`src/rtl/axi_pkg.sv`:
```
// Shared AXI write-master types and constants.
// Wrap burst support is controlled by the AXI_WR_WRAP_EN macro in axi_wr_master.
package axi_pkg;

  typedef enum logic [1:0] {
    BurstFixed = 2'b00,
    BurstIncr  = 2'b01,
    BurstWrap  = 2'b10
  } burst_e;

  localparam logic [1:0] RespOkay   = 2'b00;
  localparam logic [1:0] RespExokay = 2'b01;
  localparam logic [1:0] RespSlverr = 2'b10;
  localparam logic [1:0] RespDecerr = 2'b11;

  localparam logic [2:0] Size1B = 3'd0;
  localparam logic [2:0] Size2B = 3'd1;
  localparam logic [2:0] Size4B = 3'd2;

  typedef logic [2:0] state_t;

  localparam state_t StIdle = 3'd0;
  localparam state_t StAddr = 3'd1;
  localparam state_t StData = 3'd2;
  localparam state_t StResp = 3'd3;
  localparam state_t StRej  = 3'd4;

endpackage

```
`src/rtl/axi_strb_gen.sv`:
```
// Byte-lane strobe generation for a 32-bit data bus from beat address and size.
module axi_strb_gen
  import axi_pkg::*;
(
  input  logic [1:0] addr,
  input  logic [2:0] size,
  output logic [3:0] strb
);

  always_comb begin
    strb = 4'h0;
    case (size)
      Size1B:  strb = 4'b0001 << addr;
      Size2B:  strb = addr[1] ? 4'b1100 : 4'b0011;
      // Lanes below an unaligned start address stay disabled.
      Size4B:  strb = 4'hF << addr;
      default: strb = 4'h0;
    endcase
  end

endmodule

```
`src/rtl/axi_wr_master.sv`:
```
// Single-burst AXI3-style write master: command in, AW/W/B sequencing, done pulse out.
// Define AXI_WR_WRAP_EN to support WRAP bursts; otherwise WRAP commands are rejected.
module axi_wr_master
  import axi_pkg::*;
#(
  parameter int unsigned ID_W   = 4,
  parameter int unsigned ADDR_W = 32
) (
  input  logic              clk,
  input  logic              resetn,
  input  logic              cmd_valid,
  output logic              cmd_ready,
  input  logic [ID_W-1:0]   cmd_id,
  input  logic [ADDR_W-1:0] cmd_addr,
  input  logic [3:0]        cmd_len,
  input  logic [2:0]        cmd_size,
  input  logic [1:0]        cmd_burst,
  input  logic              wd_valid,
  output logic              wd_ready,
  input  logic [31:0]       wd_data,
  output logic              awvalid,
  input  logic              awready,
  output logic [ID_W-1:0]   awid,
  output logic [ADDR_W-1:0] awaddr,
  output logic [3:0]        awlen,
  output logic [2:0]        awsize,
  output logic [1:0]        awburst,
  output logic              wvalid,
  input  logic              wready,
  output logic [ID_W-1:0]   wid,
  output logic [31:0]       wdata,
  output logic [3:0]        wstrb,
  output logic              wlast,
  input  logic              bvalid,
  input  logic [ID_W-1:0]   bid,
  input  logic [1:0]        bresp,
  output logic              bready,
  output logic              done,
  output logic [1:0]        done_resp,
  output logic              id_err
);

  state_t              state_q, state_d;
  logic [ID_W-1:0]     id_q;
  logic [ADDR_W-1:0]   addr_q, beat_addr_q, next_addr;
  logic [3:0]          len_q, beat_cnt_q;
  logic [2:0]          size_q;
  logic [1:0]          burst_q;
  logic                done_q, id_err_q;
  logic [1:0]          done_resp_q;
  logic                cmd_legal, accept, w_hs, b_hs;

  always_comb begin
    cmd_legal = 1'b1;
    if (cmd_size > Size4B || cmd_burst == 2'b11) cmd_legal = 1'b0;
`ifdef AXI_WR_WRAP_EN
    if (cmd_burst == BurstWrap) begin
      if (!(cmd_len inside {4'd1, 4'd3, 4'd7, 4'd15})) cmd_legal = 1'b0;
      if (cmd_size == Size2B && cmd_addr[0]) cmd_legal = 1'b0;
      if (cmd_size == Size4B && cmd_addr[1:0] != 2'b00) cmd_legal = 1'b0;
    end
`else
    if (cmd_burst == BurstWrap) cmd_legal = 1'b0;
`endif
  end

  assign cmd_ready = (state_q == StIdle);
  assign accept    = cmd_ready && cmd_valid;
  assign awvalid   = (state_q == StAddr);
  assign wvalid    = (state_q == StData) && wd_valid;
  assign wd_ready  = (state_q == StData) && wready;
  assign w_hs      = wvalid && wready;
  assign wlast     = (beat_cnt_q == len_q);
  assign bready    = (state_q == StResp);
  assign b_hs      = bready && bvalid;

  assign awid      = id_q;
  assign awaddr    = addr_q;
  assign awlen     = len_q;
  assign awsize    = size_q;
  assign awburst   = burst_q;
  assign wid       = id_q;
  assign wdata     = wd_data;
  assign done      = done_q;
  assign done_resp = done_resp_q;
  assign id_err    = id_err_q;

  always_comb begin
    logic [ADDR_W-1:0] bytes;
`ifdef AXI_WR_WRAP_EN
    logic [ADDR_W-1:0] wrap_mask;
`endif
    bytes     = ADDR_W'(1) << size_q;
    next_addr = beat_addr_q;
    case (burst_q)
      BurstIncr: next_addr = (beat_addr_q & ~(bytes - ADDR_W'(1))) + bytes;
`ifdef AXI_WR_WRAP_EN
      BurstWrap: begin
        wrap_mask = ((ADDR_W'(len_q) + ADDR_W'(1)) << size_q) - ADDR_W'(1);
        next_addr = (beat_addr_q & ~wrap_mask) | ((beat_addr_q + bytes) & wrap_mask);
      end
`endif
      default:   next_addr = beat_addr_q;
    endcase
  end

  always_comb begin
    state_d = state_q;
    case (state_q)
      StIdle:  if (cmd_valid) state_d = cmd_legal ? StAddr : StRej;
      StAddr:  if (awready) state_d = StData;
      StData:  if (w_hs && wlast) state_d = StResp;
      StResp:  if (bvalid) state_d = StIdle;
      StRej:   state_d = StIdle;
      default: state_d = StIdle;
    endcase
  end

  always_ff @(posedge clk or negedge resetn) begin
    if (!resetn) begin
      state_q     <= StIdle;
      id_q        <= '0;
      addr_q      <= '0;
      beat_addr_q <= '0;
      len_q       <= '0;
      beat_cnt_q  <= '0;
      size_q      <= '0;
      burst_q     <= '0;
      done_q      <= 1'b0;
      id_err_q    <= 1'b0;
      done_resp_q <= RespOkay;
    end else begin
      state_q  <= state_d;
      done_q   <= 1'b0;
      id_err_q <= 1'b0;
      if (accept) begin
        id_q        <= cmd_id;
        addr_q      <= cmd_addr;
        beat_addr_q <= cmd_addr;
        len_q       <= cmd_len;
        size_q      <= cmd_size;
        burst_q     <= cmd_burst;
        beat_cnt_q  <= '0;
        if (!cmd_legal) begin
          done_q      <= 1'b1;
          done_resp_q <= RespSlverr;
        end
      end
      if (w_hs) begin
        beat_cnt_q  <= beat_cnt_q + 4'd1;
        beat_addr_q <= next_addr;
      end
      if (b_hs) begin
        done_q <= 1'b1;
        if (bid != id_q) begin
          done_resp_q <= RespSlverr;
          id_err_q    <= 1'b1;
        end else begin
          done_resp_q <= bresp;
        end
      end
    end
  end

  axi_strb_gen u_strb_gen (
    .addr (beat_addr_q[1:0]),
    .size (size_q),
    .strb (wstrb)
  );

endmodule

```
`config.mk`:
```
export PLATFORM = sky130hd
export DESIGN_NAME = axi_wr_master
export DESIGN_NICKNAME = d
export VERILOG_FILES = /design/src/rtl/axi_pkg.sv /design/src/rtl/axi_strb_gen.sv /design/src/rtl/axi_wr_master.sv
export SDC_FILE = /design/constraint.sdc
export NUM_CORES = 1
export LEC_CHECK = 0
export ABC_AREA = 1
export CELL_PAD_IN_SITES_DETAIL_PLACEMENT = 0
export CELL_PAD_IN_SITES_GLOBAL_PLACEMENT = 1
export CORE_UTILIZATION = 25
export DETAILED_ROUTE_END_ITERATION = 6
export PLACE_DENSITY = 0.87
export SLEW_MARGIN = 25
export SYNTH_ARGS = -nofsm -noshare
export SYNTH_HDL_FRONTEND = slang
export SYNTH_SLANG_ARGS = --single-unit
```
`constraint.sdc`:
```
create_clock -name clk -period 1.9 [get_ports clk]
set_clock_uncertainty 0.15 [all_clocks]
set_input_delay 0.285 -clock clk [delete_from_list [all_inputs] [get_ports clk]]
set_output_delay 0.285 -clock clk [all_outputs]
set_load 0.01 [all_outputs]
```
# Yosys cells after proc, flatten, opt, wreduce, memory -nomap -nowiden
# Cells that the tools add are included.
# word_totals
wordCells	74
input_bits	90
output_inout_bits	95
ff_bits	88
# op_classes
n_mux	24
reduce_logical	14
n_lt_le_gt_ge	1
bitwise_logic	2
shift	3
n_addsub	3
n_eq_ne	16
# ops
cell	count
$mux 32	3
$add 32x32->32	1
$and 32x32->32	1
$not 32->32	1
$shl 1x3->32 const A	1
$sub 32x1->32 const B	1
$mux 3	5
$mux 4	3
$pmux 3 s4	1
$pmux 4 s3	1
$eq 3x2->1 const B	3
$mux 2	4
$ne 2x1->1 const B	4
$mux 1	7
$eq 3x1->1 const B	2
$logic_and 1x1->1	6
$logic_not 3->1	2
$add 4x1->4 const B	1
$eq 2x2->1 const B	2
$eq 4x4->1	1
$ne 2x2->1 const B	2
$ne 4x4->1	1
$reduce_and 2->1	2
$reduce_and 4->1	1
other kinds (6)	7

# Longest topological paths before layout
# depth
depth_word	7
ltp_mapped	10
ltp_nobuf	9

# Modules after synthesis
# From an unflattened synthesis, not the netlist that was laid out.
# hier_totals
hier_cells	288
hier_area_um2	3005.4
# by_module_without_submodules
mod	seq_area_each_um2	area_per_inst_um2	instances	cells_each
axi_wr_master	1451.4	2915.3	1	267
axi_strb_gen	0.0	90.1	1	21

# Worst setup path before layout
# No wires, ideal clock.
# synth_path
path_type	register to output
startpoint	reg size_q[1] (netlist: awsize[1])
endpoint	out wstrb[3]
required_ps	1465
path_stages_with_launch	3
path_buffers	0
path_slack_ps	446
arrival_ps	1019
cell_sequence	dfrtp_1 -> inv_1 -> o311ai_0
# synth_via
elab_chain_len	2
elab_cells_between_ends	4
classes_between	eq/ne (2); mux (1); reduce/logical (1)
# synth_lines
element	line	rtl
start, declared	axi_wr_master.sv:47	logic [2:0] size_q;
start signal, assigned	axi_wr_master.sv:141	size_q <= cmd_size;
$eq 3x2->1, or another cell as far along	axi_strb_gen.sv:12	case (size)
$pmux 4 s3 (*)	axi_strb_gen.sv:12	
end, declared	axi_wr_master.sv:32	output logic [3:0] wstrb,
# Mark *: on every way between the ends. The rest lies on a longest branch, timed or not.

# Final worst setup path
# layout_path
startpoint	reg size_q[2] (netlist: awsize[2])
endpoint	out awsize[2]
# layout_lines
element	line	rtl
end, declared	axi_wr_master.sv:26	output logic [2:0] awsize,
# No word-level cell between the ends.

==> impl_metrics.yaml <==
run_status:
  run_status: "finished, violations left"
  violations: "DRC"
routing:
  detail_route.iter0.violations: 111
  detailroute.via_count: 2566
  drc: 64
  routedWlPerCell_um: 12.6
  drtAntennaViolNets: 0
  totalWireLength_um: 7790
  routed_via_density: 4.15
  firstDrtPassIters: 6
timing:
  timing_max_transition_violations_final: 0
  fin_crit_ns: 1.82
  slew-limit-headroom_pct: 78.6
  finalSetupViolCount: 0
  hold_viol: 0
  fmax_mhz: 551
  finalCritPeriodShare_pct: 95.5
  final.setup.worst_slack_ns: 0.0848
  worst_slew_pin_slew_ns: 0.319
layout:
  layout_area_overhead_pct: 46.8
  nNetsFinal: 561
  design_area_um2: 4390
  multi_input_area_um2: 1050
  area.sequential_um2: 1450
  filler_cell_count: 1157
  drive_gt1_share_pct: 11.4
yosys:
  synth.cell_area_um2: 2990
  ys_seq_area_share_pct: 48.6
  postSynthNetCount: 460
  syn-instance-count: 369
  synth_top_area_share_pct: 48.6
  synthTopCellsByArea: "sky130_fd_sc_hd__dfrtp_1, sky130_fd_sc_hd__nand2_1, sky130_fd_sc_hd__buf_4"
  post-synth-top-count-cell: "sky130_fd_sc_hd__nand2_1"
  syn_avg_cell_area_um2: 8.10
  commonest_register_cell_after_synthesis: "sky130_fd_sc_hd__dfrtp_1"
  edff_count_synth: 0
  ys_async_sr_fraction_pct: 100
  postSynthRegisterBits: 58
  ys_warn_count: 0
  synth.distinct_cells: 26
  yosysTopAreaCell: "sky130_fd_sc_hd__dfrtp_1"
  synth_common_cells: "sky130_fd_sc_hd__nand2_1, sky130_fd_sc_hd__dfrtp_1, sky130_fd_sc_hd__buf_4, sky130_fd_sc_hd__inv_1, sky130_fd_sc_hd__o21ai_0"
floorplanning:
  floorplan.core_area_um2: 11500
  die_height_um: 111
  die_width_um: 111
  initial_utilization_pct: 25.9
  io_pins: 185
  die-area_um2: 12400
  number_of_cell_rows: 39
global_routing:
  grt_first_pass_wirelength_um: 12800
  vias_in_the_first_global_route: 2745
  grt_overflow: 0
  grt_usage_pct: 13.0
  grt_start_max_net_pins: 59
  initial_antenna_violation_count: 1
worst_setup_path:
  critPathArrivalTime_ns: 1.38
  worstPathRequired_ns: 1.46
  worstPathMaxFanout: 5
  critical_path_class: "reg -> out"
  worst_setup_path_start_kind: "register"
  timing.critical_path.to_type: "output port"
power:
  cell_leakage_power_nw: 2.15
  power-per-cell-area_nw_per_um2: 1560
  ir_drop_worst_case_vdd_uv: 642
  power.total_mw: 6.86
place:
  instance_area_at_placement_um2: 4120
  placement.setup.worst_slack_ns: 0.00686
  io_buffer_count: 120
  dp.final_hpwl_um: 5720
  place_congestion: 0.749
clock_tree:
  cts_tree: "built"
  ctsHtreeMaxLevel: 3
  cts_made_buffers: 9
  cts_max_path_buffers: 2
  clock-sinks: 58
  cts_root_buffer: "sky130_fd_sc_hd__clkbuf_16"
  worstSkewPairLatency_ns: 0.32
  cts.clk_slew.worst_paths_ns: 0.05
job:
  max_cap_violations: 0
worst_hold_path:
  min_path_type: "reg -> reg"
-- where the power goes --
part           internal [mW]  switching [mW]
Clock                  0.863           0.527
Combinational           1.66            1.65
Sequential              1.77           0.394
Total                   4.29            2.57
-- cells in the final DEF, fill, tap and decap left out, drive strengths merged --
cell / synthesis / routed
buf: 46 / 20
dlygate4sd2: 0 / 3
clkdlybuf4s50: 0 / 109
ha: 1 / 1
nor3: 3 / 3
inv: 38 / 38
a31oi: 1 / 1
nor2: 19 / 19
a21oi: 2 / 2
nand4: 3 / 3
nand3: 12 / 12
a21boi: 1 / 1
o21ai: 21 / 21
nor4: 1 / 1
dfrtp: 58 / 58
o211ai: 1 / 1
xor2: 4 / 4
clkdlybuf4s15: 0 / 1
nand2: 157 / 157
dlygate4sd3: 0 / 1
clkinv: 0 / 4
clkbuf: 0 / 13
o311ai: 1 / 1
diode: 0 / 1
-- cell families after synthesis --
logic type               count (synthesis)  synth area share [%]
AO/OA/AOI/OAI                           27                  5.24
XOR/XNOR                                 4                  1.17
adder cells (fa/ha/maj)                  1                 0.419
buffers and inverters                   84                  16.9
flip-flops                              58                  48.6
AND/OR/NAND/NOR                        195                  27.7
-- cell type report --
| type | count | share of cell area (%) |
|---|---|---|
| inverter | 38 | 3.25 |
| antenna | 1 | 0.0571 |
| timing repair buffer | 136 | 29.9 |
| multi-input combinational | 227 | 23.9 |
| tap | 143 | 4.08 |
| clock inverter | 4 | 0.456 |
| sequential | 58 | 33.1 |
| clock buffer | 11 | 5.31 |
-- path summary, 6_finish.rpt --
kind,from,to,slack [ns],depth (start not counted)
setup / recovery,awsize[2]$_DFFE_PN0P_,awsize[2],0.08,2
hold / removal,awaddr[15]$_DFFE_PN0P_,awaddr[15]$_DFFE_PN0P_,0.33,2
setup reg to reg,state_q[0]$_DFFE_PN0P_,beat_addr_q[0]$_DFFE_PN0P_,0.26,10
hold reg to reg,awaddr[15]$_DFFE_PN0P_,awaddr[15]$_DFFE_PN0P_,0.33,2
max in group asynchronous,resetn,awaddr[6]$_DFFE_PN0P_,0.98,3
min in group asynchronous,resetn,awaddr[31]$_DFFE_PN0P_,0.37,3
-- per-layer routing --
metal  up-vias  GRT usage [%]  routed length [µm]
met2        81           22.6                3920
met4         2           5.59                  85
met3         7           4.65                 551
met1      1184           14.3                3210
met5         -              0                  16
li1       1292              -                   -
-- worst max-delay path, stage by stage, from the launching register on --
cell	delay, ns
sky130_fd_sc_hd__dfrtp_1	0.40
sky130_fd_sc_hd__buf_4	0.14
sky130_fd_sc_hd__clkdlybuf4s50_1	0.52
-- metrics by stage --
stage	util, %	setup TNS, ns	std cells	hold slack (ns)
finish	38.1	0	618	0.325
global route	38.1	-0.000705	617	0.353
CTS	38.2	0	616	0.329
detailed placement	35.7	0	598	0.168
global placement	35.7	0	598	0.163
floorplan	-	0	369	-0.161
-- registers in the layout, summed over array words and instances, names as in the netlist --
| name | cells |
|---|---|
| state_q | 3 |
| awid | 4 |
| beat_cnt_q | 4 |
| awaddr | 32 |
| awburst | 2 |
| done_resp | 2 |
| id_err | 1 |
| beat_addr_q | 2 |
| awlen | 4 |
| done | 1 |
| awsize | 3 |
-- timing repair --
| action | 4_1_cts | 5_1_grt |
|---|---|---|
| endpoints found under the setup margin | 10 | 7 |
| buffers inserted | 2 | 1 |
| hold buffers | 1 | 0 |
| gates resized for setup | 21 | 14 |
| pin swaps | 1 | 0 |
| hold endpoints to repair | 58 | 0 |
No activity file was read; power rests on OpenSTA's default activity.
